File: config.mk
export PLATFORM = sky130hd
export DESIGN_NAME = sc_lanedriver_26_flat
export DESIGN_NICKNAME = d
export VERILOG_FILES = /design/src/rtl/sc_lanedriver_26_if.sv /design/src/rtl/sc_lanedriver_26.sv /design/src/flat_wrapper.sv
export SDC_FILE = /design/constraint.sdc
export NUM_CORES = 1
export LEC_CHECK = 0
export ABC_CLOCK_PERIOD_IN_PS = 4200
export BUFFER_PORTS_ARGS = -buffer_cell sky130_fd_sc_hd__buf_2
export CAP_MARGIN = 0
export CELL_PAD_IN_SITES_DETAIL_PLACEMENT = 0
export CELL_PAD_IN_SITES_GLOBAL_PLACEMENT = 1
export CORE_ASPECT_RATIO = 1.25
export CORE_MARGIN = 3
export CORE_UTILIZATION = 46
export DETAILED_ROUTE_END_ITERATION = 16
export PLACE_DENSITY_LB_ADDON = 0.3
export SYNTH_ARGS = -nofsm -noshare
export SYNTH_HDL_FRONTEND = slang
export SYNTH_SLANG_ARGS = --single-unit
File: constraint.sdc
create_clock -name SC_RegBACKGTYPE_CLOCK_50 -period 4.2 [get_ports SC_RegBACKGTYPE_CLOCK_50]
set_input_delay 0.84 -clock SC_RegBACKGTYPE_CLOCK_50 [delete_from_list [all_inputs] [get_ports SC_RegBACKGTYPE_CLOCK_50]]
set_output_delay 0.84 -clock SC_RegBACKGTYPE_CLOCK_50 [all_outputs]
set_load 0.01 [all_outputs]
File: src/rtl/sc_lanedriver_26_if.sv
// Lane driver control/status bundle: requests in from the controller, lane strobes and status out.
interface sc_lanedriver_26_if #(
    parameter int unsigned DATAWIDTH = 12
);
    logic                 SC_LaneDriver_start_InLow;
    logic                 SC_LaneDriver_pause_InHigh;
    logic [1:0]           SC_LaneDriver_speed_In;
    logic                 SC_LaneDriver_clear_OutLow;
    logic                 SC_LaneDriver_load_OutLow;
    logic [1:0]           SC_LaneDriver_shiftselection_Out;
    logic [DATAWIDTH-1:0] SC_LaneDriver_data_OutBUS;
    logic [3:0]           SC_LaneDriver_random_OutBUS;
    logic                 SC_LaneDriver_busy_Out;
    logic [7:0]           SC_LaneDriver_shiftcount_OutBUS;

    modport master (
        output SC_LaneDriver_start_InLow, SC_LaneDriver_pause_InHigh, SC_LaneDriver_speed_In,
        input  SC_LaneDriver_clear_OutLow, SC_LaneDriver_load_OutLow,
               SC_LaneDriver_shiftselection_Out, SC_LaneDriver_data_OutBUS,
               SC_LaneDriver_random_OutBUS, SC_LaneDriver_busy_Out,
               SC_LaneDriver_shiftcount_OutBUS
    );

    modport slave (
        input  SC_LaneDriver_start_InLow, SC_LaneDriver_pause_InHigh, SC_LaneDriver_speed_In,
        output SC_LaneDriver_clear_OutLow, SC_LaneDriver_load_OutLow,
               SC_LaneDriver_shiftselection_Out, SC_LaneDriver_data_OutBUS,
               SC_LaneDriver_random_OutBUS, SC_LaneDriver_busy_Out,
               SC_LaneDriver_shiftcount_OutBUS
    );
endinterface

File: src/rtl/sc_lanedriver_26.sv
// Lane driver: clear/load sequence, then periodic shift strobes with an LFSR refill nibble.
module sc_lanedriver_26 #(
    parameter int unsigned             DATAWIDTH    = 12,
    parameter int unsigned             PERIOD_WIDTH = 24,
    parameter logic [PERIOD_WIDTH-1:0] SHIFT_PERIOD = 24'd5000000,
    parameter logic [DATAWIDTH-1:0]    INIT_PATTERN = 12'b000000000000,
    parameter logic [7:0]              LFSR_SEED    = 8'hA5
) (
    input logic               SC_RegBACKGTYPE_CLOCK_50,
    input logic               SC_RegBACKGTYPE_RESET_InHigh,
    sc_lanedriver_26_if.slave lane
);
    typedef enum logic [2:0] {
        ST_IDLE  = 3'd0,
        ST_CLEAR = 3'd1,
        ST_LOAD  = 3'd2,
        ST_RUN   = 3'd3,
        ST_PAUSE = 3'd4
    } state_t;

    localparam logic [7:0] SEED_EFF   = (LFSR_SEED == 8'h00) ? 8'h01 : LFSR_SEED;
    localparam logic [1:0] SEL_SHIFT  = 2'b10;
    localparam logic [1:0] SEL_HOLD   = 2'b00;

    state_t                  state_q, state_d;
    logic [PERIOD_WIDTH-1:0] presc_q, presc_d;
    logic [7:0]              count_q, count_d;
    logic [7:0]              lfsr_q, lfsr_d;
    logic                    armed_q, armed_d;
    logic                    clear_n_q, clear_n_d;
    logic                    load_n_q, load_n_d;
    logic                    busy_q, busy_d;
    logic [1:0]              shiftsel_q, shiftsel_d;

    logic [PERIOD_WIDTH-1:0] period_c;
    logic [PERIOD_WIDTH-1:0] limit_c;
    logic                    restart_c;
    logic                    count_en_c;

    // Effective period follows speed_In combinationally so a change applies on the current compare.
    always_comb begin
        period_c = SHIFT_PERIOD >> lane.SC_LaneDriver_speed_In;
        limit_c  = (period_c == '0) ? '0 : period_c - PERIOD_WIDTH'(1);
    end

    always_ff @(posedge SC_RegBACKGTYPE_CLOCK_50 or posedge SC_RegBACKGTYPE_RESET_InHigh) begin
        if (SC_RegBACKGTYPE_RESET_InHigh) begin
            state_q    <= ST_IDLE;
            presc_q    <= '0;
            count_q    <= '0;
            lfsr_q     <= SEED_EFF;
            armed_q    <= 1'b0;
            clear_n_q  <= 1'b1;
            load_n_q   <= 1'b1;
            busy_q     <= 1'b0;
            shiftsel_q <= SEL_HOLD;
        end else begin
            state_q    <= state_d;
            presc_q    <= presc_d;
            count_q    <= count_d;
            lfsr_q     <= lfsr_d;
            armed_q    <= armed_d;
            clear_n_q  <= clear_n_d;
            load_n_q   <= load_n_d;
            busy_q     <= busy_d;
            shiftsel_q <= shiftsel_d;
        end
    end

    // Restart needs start to have been seen high since the last LOAD, so a held-low start fires once.
    always_comb begin
        state_d   = state_q;
        restart_c = !lane.SC_LaneDriver_start_InLow && armed_q;
        unique case (state_q)
            ST_IDLE:  if (!lane.SC_LaneDriver_start_InLow) state_d = ST_CLEAR;
            ST_CLEAR: state_d = ST_LOAD;
            ST_LOAD:  state_d = ST_RUN;
            ST_RUN: begin
                if (restart_c)                            state_d = ST_CLEAR;
                else if (lane.SC_LaneDriver_pause_InHigh) state_d = ST_PAUSE;
            end
            ST_PAUSE: begin
                if (restart_c)                             state_d = ST_CLEAR;
                else if (!lane.SC_LaneDriver_pause_InHigh) state_d = ST_RUN;
            end
            default:  state_d = ST_IDLE;
        endcase
    end

    always_comb begin
        presc_d    = presc_q;
        count_d    = count_q;
        lfsr_d     = lfsr_q;
        armed_d    = armed_q;
        shiftsel_d = SEL_HOLD;
        count_en_c = ((state_q == ST_RUN) || (state_q == ST_PAUSE)) && (state_d == ST_RUN);

        if (count_en_c) begin
            if (presc_q >= limit_c) begin
                presc_d    = '0;
                count_d    = count_q + 8'd1;
                shiftsel_d = SEL_SHIFT;
            end else begin
                presc_d = presc_q + PERIOD_WIDTH'(1);
            end
        end
        if ((state_d == ST_CLEAR) || (state_d == ST_LOAD)) begin
            presc_d = '0;
            count_d = '0;
        end

        // Refill nibble holds through the strobe cycle and advances right after it.
        if (shiftsel_q == SEL_SHIFT)
            lfsr_d = {lfsr_q[6:0], lfsr_q[7] ^ lfsr_q[5] ^ lfsr_q[4] ^ lfsr_q[3]};

        if (state_d == ST_CLEAR)
            armed_d = 1'b0;
        else if (lane.SC_LaneDriver_start_InLow && ((state_q == ST_RUN) || (state_q == ST_PAUSE)))
            armed_d = 1'b1;

        clear_n_d = (state_d != ST_CLEAR);
        load_n_d  = (state_d != ST_LOAD);
        busy_d    = (state_d == ST_CLEAR) || (state_d == ST_LOAD);
    end

    assign lane.SC_LaneDriver_clear_OutLow       = clear_n_q;
    assign lane.SC_LaneDriver_load_OutLow        = load_n_q;
    assign lane.SC_LaneDriver_shiftselection_Out = shiftsel_q;
    assign lane.SC_LaneDriver_data_OutBUS        = INIT_PATTERN;
    assign lane.SC_LaneDriver_random_OutBUS      = lfsr_q[3:0];
    assign lane.SC_LaneDriver_busy_Out           = busy_q;
    assign lane.SC_LaneDriver_shiftcount_OutBUS  = count_q;
endmodule

File: src/flat_wrapper.sv
// flat-port wrapper written by rule: the top's interface ports become plain ports
module sc_lanedriver_26_flat 
#(
    parameter int unsigned             DATAWIDTH    = 12,
    parameter int unsigned             PERIOD_WIDTH = 24,
    parameter logic [PERIOD_WIDTH-1:0] SHIFT_PERIOD = 24'd5000000,
    parameter logic [DATAWIDTH-1:0]    INIT_PATTERN = 12'b000000000000,
    parameter logic [7:0]              LFSR_SEED    = 8'hA5
)
  (SC_RegBACKGTYPE_CLOCK_50, SC_RegBACKGTYPE_RESET_InHigh, lane_SC_LaneDriver_start_InLow, lane_SC_LaneDriver_pause_InHigh, lane_SC_LaneDriver_speed_In, lane_SC_LaneDriver_clear_OutLow, lane_SC_LaneDriver_load_OutLow, lane_SC_LaneDriver_shiftselection_Out, lane_SC_LaneDriver_data_OutBUS, lane_SC_LaneDriver_random_OutBUS, lane_SC_LaneDriver_busy_Out, lane_SC_LaneDriver_shiftcount_OutBUS);
  sc_lanedriver_26_if #(.DATAWIDTH(DATAWIDTH)) lane_i ();
  input logic SC_RegBACKGTYPE_CLOCK_50;
  input logic SC_RegBACKGTYPE_RESET_InHigh;
  input wire logic [$bits(lane_i.SC_LaneDriver_start_InLow)-1:0] lane_SC_LaneDriver_start_InLow;
  input wire logic [$bits(lane_i.SC_LaneDriver_pause_InHigh)-1:0] lane_SC_LaneDriver_pause_InHigh;
  input wire logic [$bits(lane_i.SC_LaneDriver_speed_In)-1:0] lane_SC_LaneDriver_speed_In;
  output wire logic [$bits(lane_i.SC_LaneDriver_clear_OutLow)-1:0] lane_SC_LaneDriver_clear_OutLow;
  output wire logic [$bits(lane_i.SC_LaneDriver_load_OutLow)-1:0] lane_SC_LaneDriver_load_OutLow;
  output wire logic [$bits(lane_i.SC_LaneDriver_shiftselection_Out)-1:0] lane_SC_LaneDriver_shiftselection_Out;
  output wire logic [$bits(lane_i.SC_LaneDriver_data_OutBUS)-1:0] lane_SC_LaneDriver_data_OutBUS;
  output wire logic [$bits(lane_i.SC_LaneDriver_random_OutBUS)-1:0] lane_SC_LaneDriver_random_OutBUS;
  output wire logic [$bits(lane_i.SC_LaneDriver_busy_Out)-1:0] lane_SC_LaneDriver_busy_Out;
  output wire logic [$bits(lane_i.SC_LaneDriver_shiftcount_OutBUS)-1:0] lane_SC_LaneDriver_shiftcount_OutBUS;
  assign lane_i.SC_LaneDriver_start_InLow = lane_SC_LaneDriver_start_InLow;
  assign lane_i.SC_LaneDriver_pause_InHigh = lane_SC_LaneDriver_pause_InHigh;
  assign lane_i.SC_LaneDriver_speed_In = lane_SC_LaneDriver_speed_In;
  assign lane_SC_LaneDriver_clear_OutLow = lane_i.SC_LaneDriver_clear_OutLow;
  assign lane_SC_LaneDriver_load_OutLow = lane_i.SC_LaneDriver_load_OutLow;
  assign lane_SC_LaneDriver_shiftselection_Out = lane_i.SC_LaneDriver_shiftselection_Out;
  assign lane_SC_LaneDriver_data_OutBUS = lane_i.SC_LaneDriver_data_OutBUS;
  assign lane_SC_LaneDriver_random_OutBUS = lane_i.SC_LaneDriver_random_OutBUS;
  assign lane_SC_LaneDriver_busy_Out = lane_i.SC_LaneDriver_busy_Out;
  assign lane_SC_LaneDriver_shiftcount_OutBUS = lane_i.SC_LaneDriver_shiftcount_OutBUS;
  sc_lanedriver_26 #(.DATAWIDTH(DATAWIDTH), .PERIOD_WIDTH(PERIOD_WIDTH), .SHIFT_PERIOD(SHIFT_PERIOD), .INIT_PATTERN(INIT_PATTERN), .LFSR_SEED(LFSR_SEED)) u_core (.SC_RegBACKGTYPE_CLOCK_50(SC_RegBACKGTYPE_CLOCK_50), .SC_RegBACKGTYPE_RESET_InHigh(SC_RegBACKGTYPE_RESET_InHigh), .lane(lane_i));
endmodule
# Word-level counts from Yosys, hierarchy flattened
# Index checks and enable logic that the tools add are counted.
# W data, S select, Z words.
[totals]
mem_count = 0
ram_bits = 0
register_bits = 49
output_inout_bits = 29
latchBits = 0
rom_bits = 0
[classes]
muxes = 17
mul = 0
bitwise_logic = 3
n_lt_le_gt_ge = 1
div = 0
shifts = 1
n_addsub = 3
n_reduce_logical = 12
n_eq_ne = 10
[ops]
columns = ["cell", "n"]
rows = [
  ["$mux W24", 4],
  ["$add A24 B1 Y24 const B", 1],
  ["$ge A24 B24 Y1", 1],
  ["$logic_not A24 Y1", 1],
  ["$mux W8", 3],
  ["$shr A23 B2 Y24 const A", 1],
  ["$sub A24 B1 Y24 const B", 1],
  ["$mux W3", 5],
  ["$pmux W3 S5", 1],
  ["$eq A3 B2 Y1 const B", 4],
  ["$add A8 B1 Y8 const B", 1],
  ["$eq A3 B1 Y1 const B", 2],
  ["$reduce_bool A2 Y1", 3],
  ["$mux W2", 2],
  ["$eq A3 B3 Y1 const B", 1],
  ["$logic_and A1 B1 Y1", 3],
  ["$logic_not A3 Y1", 1],
  ["$ne A3 B1 Y1 const B", 1],
  ["$ne A3 B2 Y1 const B", 1],
  ["$xor A1 B1 Y1", 3],
  ["$eq A2 B2 Y1 const B", 1],
  ["$logic_or A1 B1 Y1", 2],
  ["$mux W1", 2],
  ["$reduce_and A2 Y1", 1],
  ["$logic_not A1 Y1", 1],
]

# Longest topological paths before layout
[depth]
ltp_word = 8
depth_mapped = 15
ltp_nobuf = 13

# Worst setup path before layout
# Ideal clock, no wire load.
[synth_path]
path_type = "in2reg"
from = "in lane_SC_LaneDriver_speed_In[1]"
to = "reg u_core.presc_q[13]"
setup_time_ns = 0.082
t_arrival_ns = 3.506
setup_slack_ns = 0.613
n_path_buf = 0
stages = 13
path_cell_list = "inv_1 -> ha_1 -> nor3_1 -> nand3_1 -> xnor2_1 -> nor2_1 -> ha_1 -> a21oi_1 -> o21ai_0 -> a2111o_1 -> a311o_1 -> or4_1 -> a31oi_1"
[synth_between]
elab_chain_len = 7
word_cells_on_any_way = 8
classes_between = "add/sub (1); order compare (1); shift (1); mux (4); reduce/logical (1)"
[synth_lines]
columns = ["element", "line_no", "source"]
rows = [
  ["start, declared", "flat_wrapper.sv:16", "input wire logic [$bits(lane_i.SC_LaneDriver_speed_In)-1:0] lane_SC_LaneDriver_speed_In;"],
  ["$shr A23 B2 Y24 *", "sc_lanedriver_26.sv:42", "period_c = SHIFT_PERIOD >> lane.SC_LaneDriver_speed_In;"],
  ["$sub A24 B1 Y24 / $logic_not A24 Y1 (equally long branches)", "sc_lanedriver_26.sv:43", "limit_c = (period_c == '0) ? '0 : period_c - PERIOD_WIDTH'(1);"],
  ["$mux W24 *", "sc_lanedriver_26.sv:43", ""],
  ["$ge A24 B24 Y1 *", "sc_lanedriver_26.sv:99", "if (presc_q >= limit_c) begin"],
  ["$mux W24 *", "sc_lanedriver_26.sv:99", ""],
  ["$mux W24 *", "sc_lanedriver_26.sv:98", "if (count_en_c) begin"],
  ["$mux W24 *", "sc_lanedriver_26.sv:107", "if ((state_d == ST_CLEAR) || (state_d == ST_LOAD)) begin"],
  ["end signal, assigned", "sc_lanedriver_26.sv:59", "presc_q <= presc_d;"],
  ["end, declared", "sc_lanedriver_26.sv:26", "logic [PERIOD_WIDTH-1:0] presc_q, presc_d;"],
]
# Mark *: on every way between the ends. The rest lies on a longest branch, timed or not. The select of a mux whose other input is x is not followed.
# A chain may end at the register's enable or synchronous reset.

# Worst setup path after layout
[layout_path]
from = "in lane_SC_LaneDriver_speed_In[0]"
to = "reg u_core.presc_q[13]"
# The elaborated chain is that of the path after synthesis.

==> qor.csv <==
stage;metric;value;unit
pwr;power_density;395;mW/mm2
route;wire_per_inst;16.3;um
timing;max_freq;261;MHz
floorplanning;io_pins;35;
floorplanning;die_y;101;um
final_layout;drive_gt1_share;17.2;%
worst_setup_path;start_kind;input pin;
grt;grt.total_usage;19.2;%
yosys;syn-instance-count;360;
place;place_inst;461;
timing;fin_setup_tns;0;ns
yosys;ys_dominant_reg_cell;dfrtp_1;
place;numPortBuffers;21;
yosys;yosys_warnings;0;
timing;final_hold_viol_count;0;
yosys;netlist_top_cells_area;dfrtp_1 (31%), ha_1 (13%), dfstp_2 (4.7%);
route;drtIter0Drc;134;
route;num_vias;2729;
clock_tree;clock_latency;0.30;ns
timing;setup-violations-final;0;
timing;min_period;3.83;ns
grt;overflow;0;
worst_setup_path;end_kind;register;
place;dpl.hpwl;5610;um
worst_setup_path;worst_ep_required_time;4.42;ns
floorplanning;die_x;82.2;um
yosys;synth_seq_cells;48;
grt;grt_antenna_before_repair;0;
route;postRouteAntennaNets;0;
floorplanning;fp.coreArea;0.00702;mm2
place;gp_congestion;0.890;
min_path;hold_start;u_core.lfsr_q[6];
route;drt-pass1-iter-count;4;
final_layout;finalNonFillerCells;469;
grt;grt_pass1_vias;2628;
pwr;power;1.41;mW
route;drt_wl_total;7650;um
pwr;peakVddDrop;0.236;mV
min_path;holdCritPathClass;reg2reg;
clock_tree;clock_sinks;48;
final_layout;diodes;0;
clock_tree;clkTransAtPathRegs;0.09;ns
yosys;syn_area_per_cell;9.28;um2
worst_setup_path;path_class;in2reg;
yosys;synth_area;0.00334;mm2
floorplanning;initial_core_util;47.6;%
yosys;synth_top_area_share;31.5;%
timing;period_share;91.1;%
yosys;yosysTopAreaCell;dfrtp_1;
worst_setup_path;worstReg2RegEnd;u_core.lane.SC_LaneDriver_shiftcount_OutBUS[6];
clock_tree;post_cts.repair.setup_buffers;0;
worst_setup_path;path_buf_inv;2;
worst_setup_path;slowest_stage;or4_1;
clock_tree;cts_max_path_buffers;2;
run;max-cap-violations;0;
worst_setup_path;worstPathMaxFanout;9;
worst_setup_path;worstPathArrival;4.04;ns
floorplanning;row_count;34;
timing;maxSlewViolCount;0;
route;drt-vias-per-instance;5.82;
pwr;p_leak;1.63;nW
worst_setup_path;slowest_delay;0.51;ns
worst_setup_path;regToRegSetupSlack;1.47;ns
yosys;synth.distinct_cells;59;
run_status;status;finished, final reports clean;
clock_tree;cts_tree;done;
grt;grt_max_degree;49;
final_layout;syn_to_final_growth;7.31;%
yosys;synthArstFlopShare;100;%
clock_tree;cts-root-buf;clkbuf_8;
timing;rsz0062_at_grt;no;
yosys;synth_most_common_cell;dfrtp_1;
worst_setup_path;cp_common_cell;ha_1;
yosys;yosysSeqAreaShare;36.2;%
worst_setup_path;path_cells;buf_2 -> inv_1 -> ha_1 -> nor3_1 -> nand3_1 -> xnor2_1 -> nor2_1 -> ha_1 -> a21oi_1 -> o21ai_0 -> a2111o_1 -> a311o_1 -> or4_1 -> a31oi_1;
grt;grt_pass1_wl;12500;um
final_layout;num-nets-final;418;
clock_tree;cts_inserted_buffers;5;
min_path;hold_path_end;u_core.lfsr_q[7];
min_path;holdPathStages;1;
timing;tightest_slew;0.989;ns
worst_setup_path;cp.depth;14;
worst_setup_path;r2r_cells;8;
worst_setup_path;worstReg2RegStart;u_core.presc_q[20];
route;drc;0;
worst_setup_path;critPathTopFamily;compound AO/OA/AOI/OAI gates;
clock_tree;cts_resized;0;
floorplanning;dieArea;0.00832;mm2
yosys;synth-edff-count;0;
timing;slew-limit-headroom;34.0;%
clock_tree;hold_buffers;0;
yosys;yosys-top-cells-count;dfrtp_1 (42), nand2_1 (41), ha_1 (34), nor2_1 (22), nand3_1 (19);
clock_tree;htreeDepth;2;
timing;fin_worst_skew;0.00695;ns
-- sequential cells by signal, summed over array words and instances, names as in the netlist, 3 cells and up --
name,count
u_core.presc_q,24
u_core.lane.SC_LaneDriver_shiftcount_OutBUS,8
u_core.lfsr_q,8
u_core.state_q,3
-- worst register-to-register path, stage by stage (launching register included) --
cell and delay (ns):
dfrtp_1 0.46, ha_1 0.36, nand4_4 0.14, nor4_4 0.41
a2111o_1 0.28, a311oi_4 0.07, buf_4 0.27, or4_1 0.51
a21oi_1 0.15
-- report_power, final --
group	total, mW	switching (mW)	internal [mW]
registers	0.563	0.0556	0.507
logic	0.495	0.321	0.174
clock network	0.357	0.162	0.195
-- cells in the final DEF (no fill, tap or decap), drive strengths merged, types with 5 or more instances in the layout --
cell type,synthesis,layout
dfstp,6,6
a22o,6,6
nor3,10,10
or3,12,12
xnor2,5,5
a31o,5,5
a31oi,14,14
o211ai,5,5
clkbuf,4,6
inv,13,13
nor2,22,22
nand3,21,21
dfrtp,42,42
o31ai,6,6
mux2,7,7
nand4,7,7
o21ai,9,9
ha,34,34
a21oi,19,19
nand2,42,42
buf,27,27
conb,2,17
-- kinds of logic after synthesis --
family          count (synthesis)  synth area share, %
buf+inv                        44                 7.68
xor+xnor                        6                 1.57
fa+ha+maj                      34                 12.7
flops                          48                 36.2
mux                            11                 3.56
simple gates                  134                 20.8
other cells                     2                0.225
compound gates                 81                 17.2
-- per-layer routing --
| metal | share of wire [%] | GRT usage, % | routed length [um] |
|---|---|---|---|
| met1 | 43 | 24.2 | 3290 |
| met2 | 49 | 32.4 | 3780 |
| met3 | 4.1 | 1.96 | 314 |
| met4 | 3.4 | 8.95 | 263 |
| met5 | 0 | 0 | 0 |
-- stage by stage --
| step | cell area, um2 | hold slack [ns] | worst slack [ns] | utilization [%] |
|---|---|---|---|---|
| 6_report | 3580 | 0.512 | 0.374 | 51.1 |
| 4_1_cts | 3580 | 0.515 | 0.401 | 51.1 |
| 5_1_grt | 3580 | 0.533 | 0.216 | 51.1 |
| 3_3_place_gp | 3460 | 0.484 | 0.252 | 49.3 |
| 3_5_place_dp | 3460 | 0.495 | 0.103 | 49.3 |
| 2_1_floorplan | 3400 | 0.475 | 0.613 | - |
-- layout make-up --
class	count	area (um2)
Timing Repair Buffer	27	150
Clock buffer	6	82.6
Sequential cell	48	1210
Fill cell	694	3440
Inverter	13	48.8
Tap cell	90	113
Multi-Input combinational cell	283	1940
Clock inverter	2	38.8
-- worst max path at each step --
stage	start	to	slack, ns
finish	lane_SC_LaneDriver_speed_In[0]	u_core.presc_q[13]	0.37
global route	lane_SC_LaneDriver_speed_In[0]	u_core.presc_q[13]	0.22
CTS	lane_SC_LaneDriver_speed_In[0]	u_core.presc_q[13]	0.40
detailed placement	lane_SC_LaneDriver_speed_In[0]	u_core.presc_q[13]	0.10
global placement	lane_SC_LaneDriver_speed_In[0]	u_core.presc_q[13]	0.25
floorplan	lane_SC_LaneDriver_speed_In[1]	u_core.presc_q[13]	0.61
Note: power is estimated with default switching activity, not from simulation.
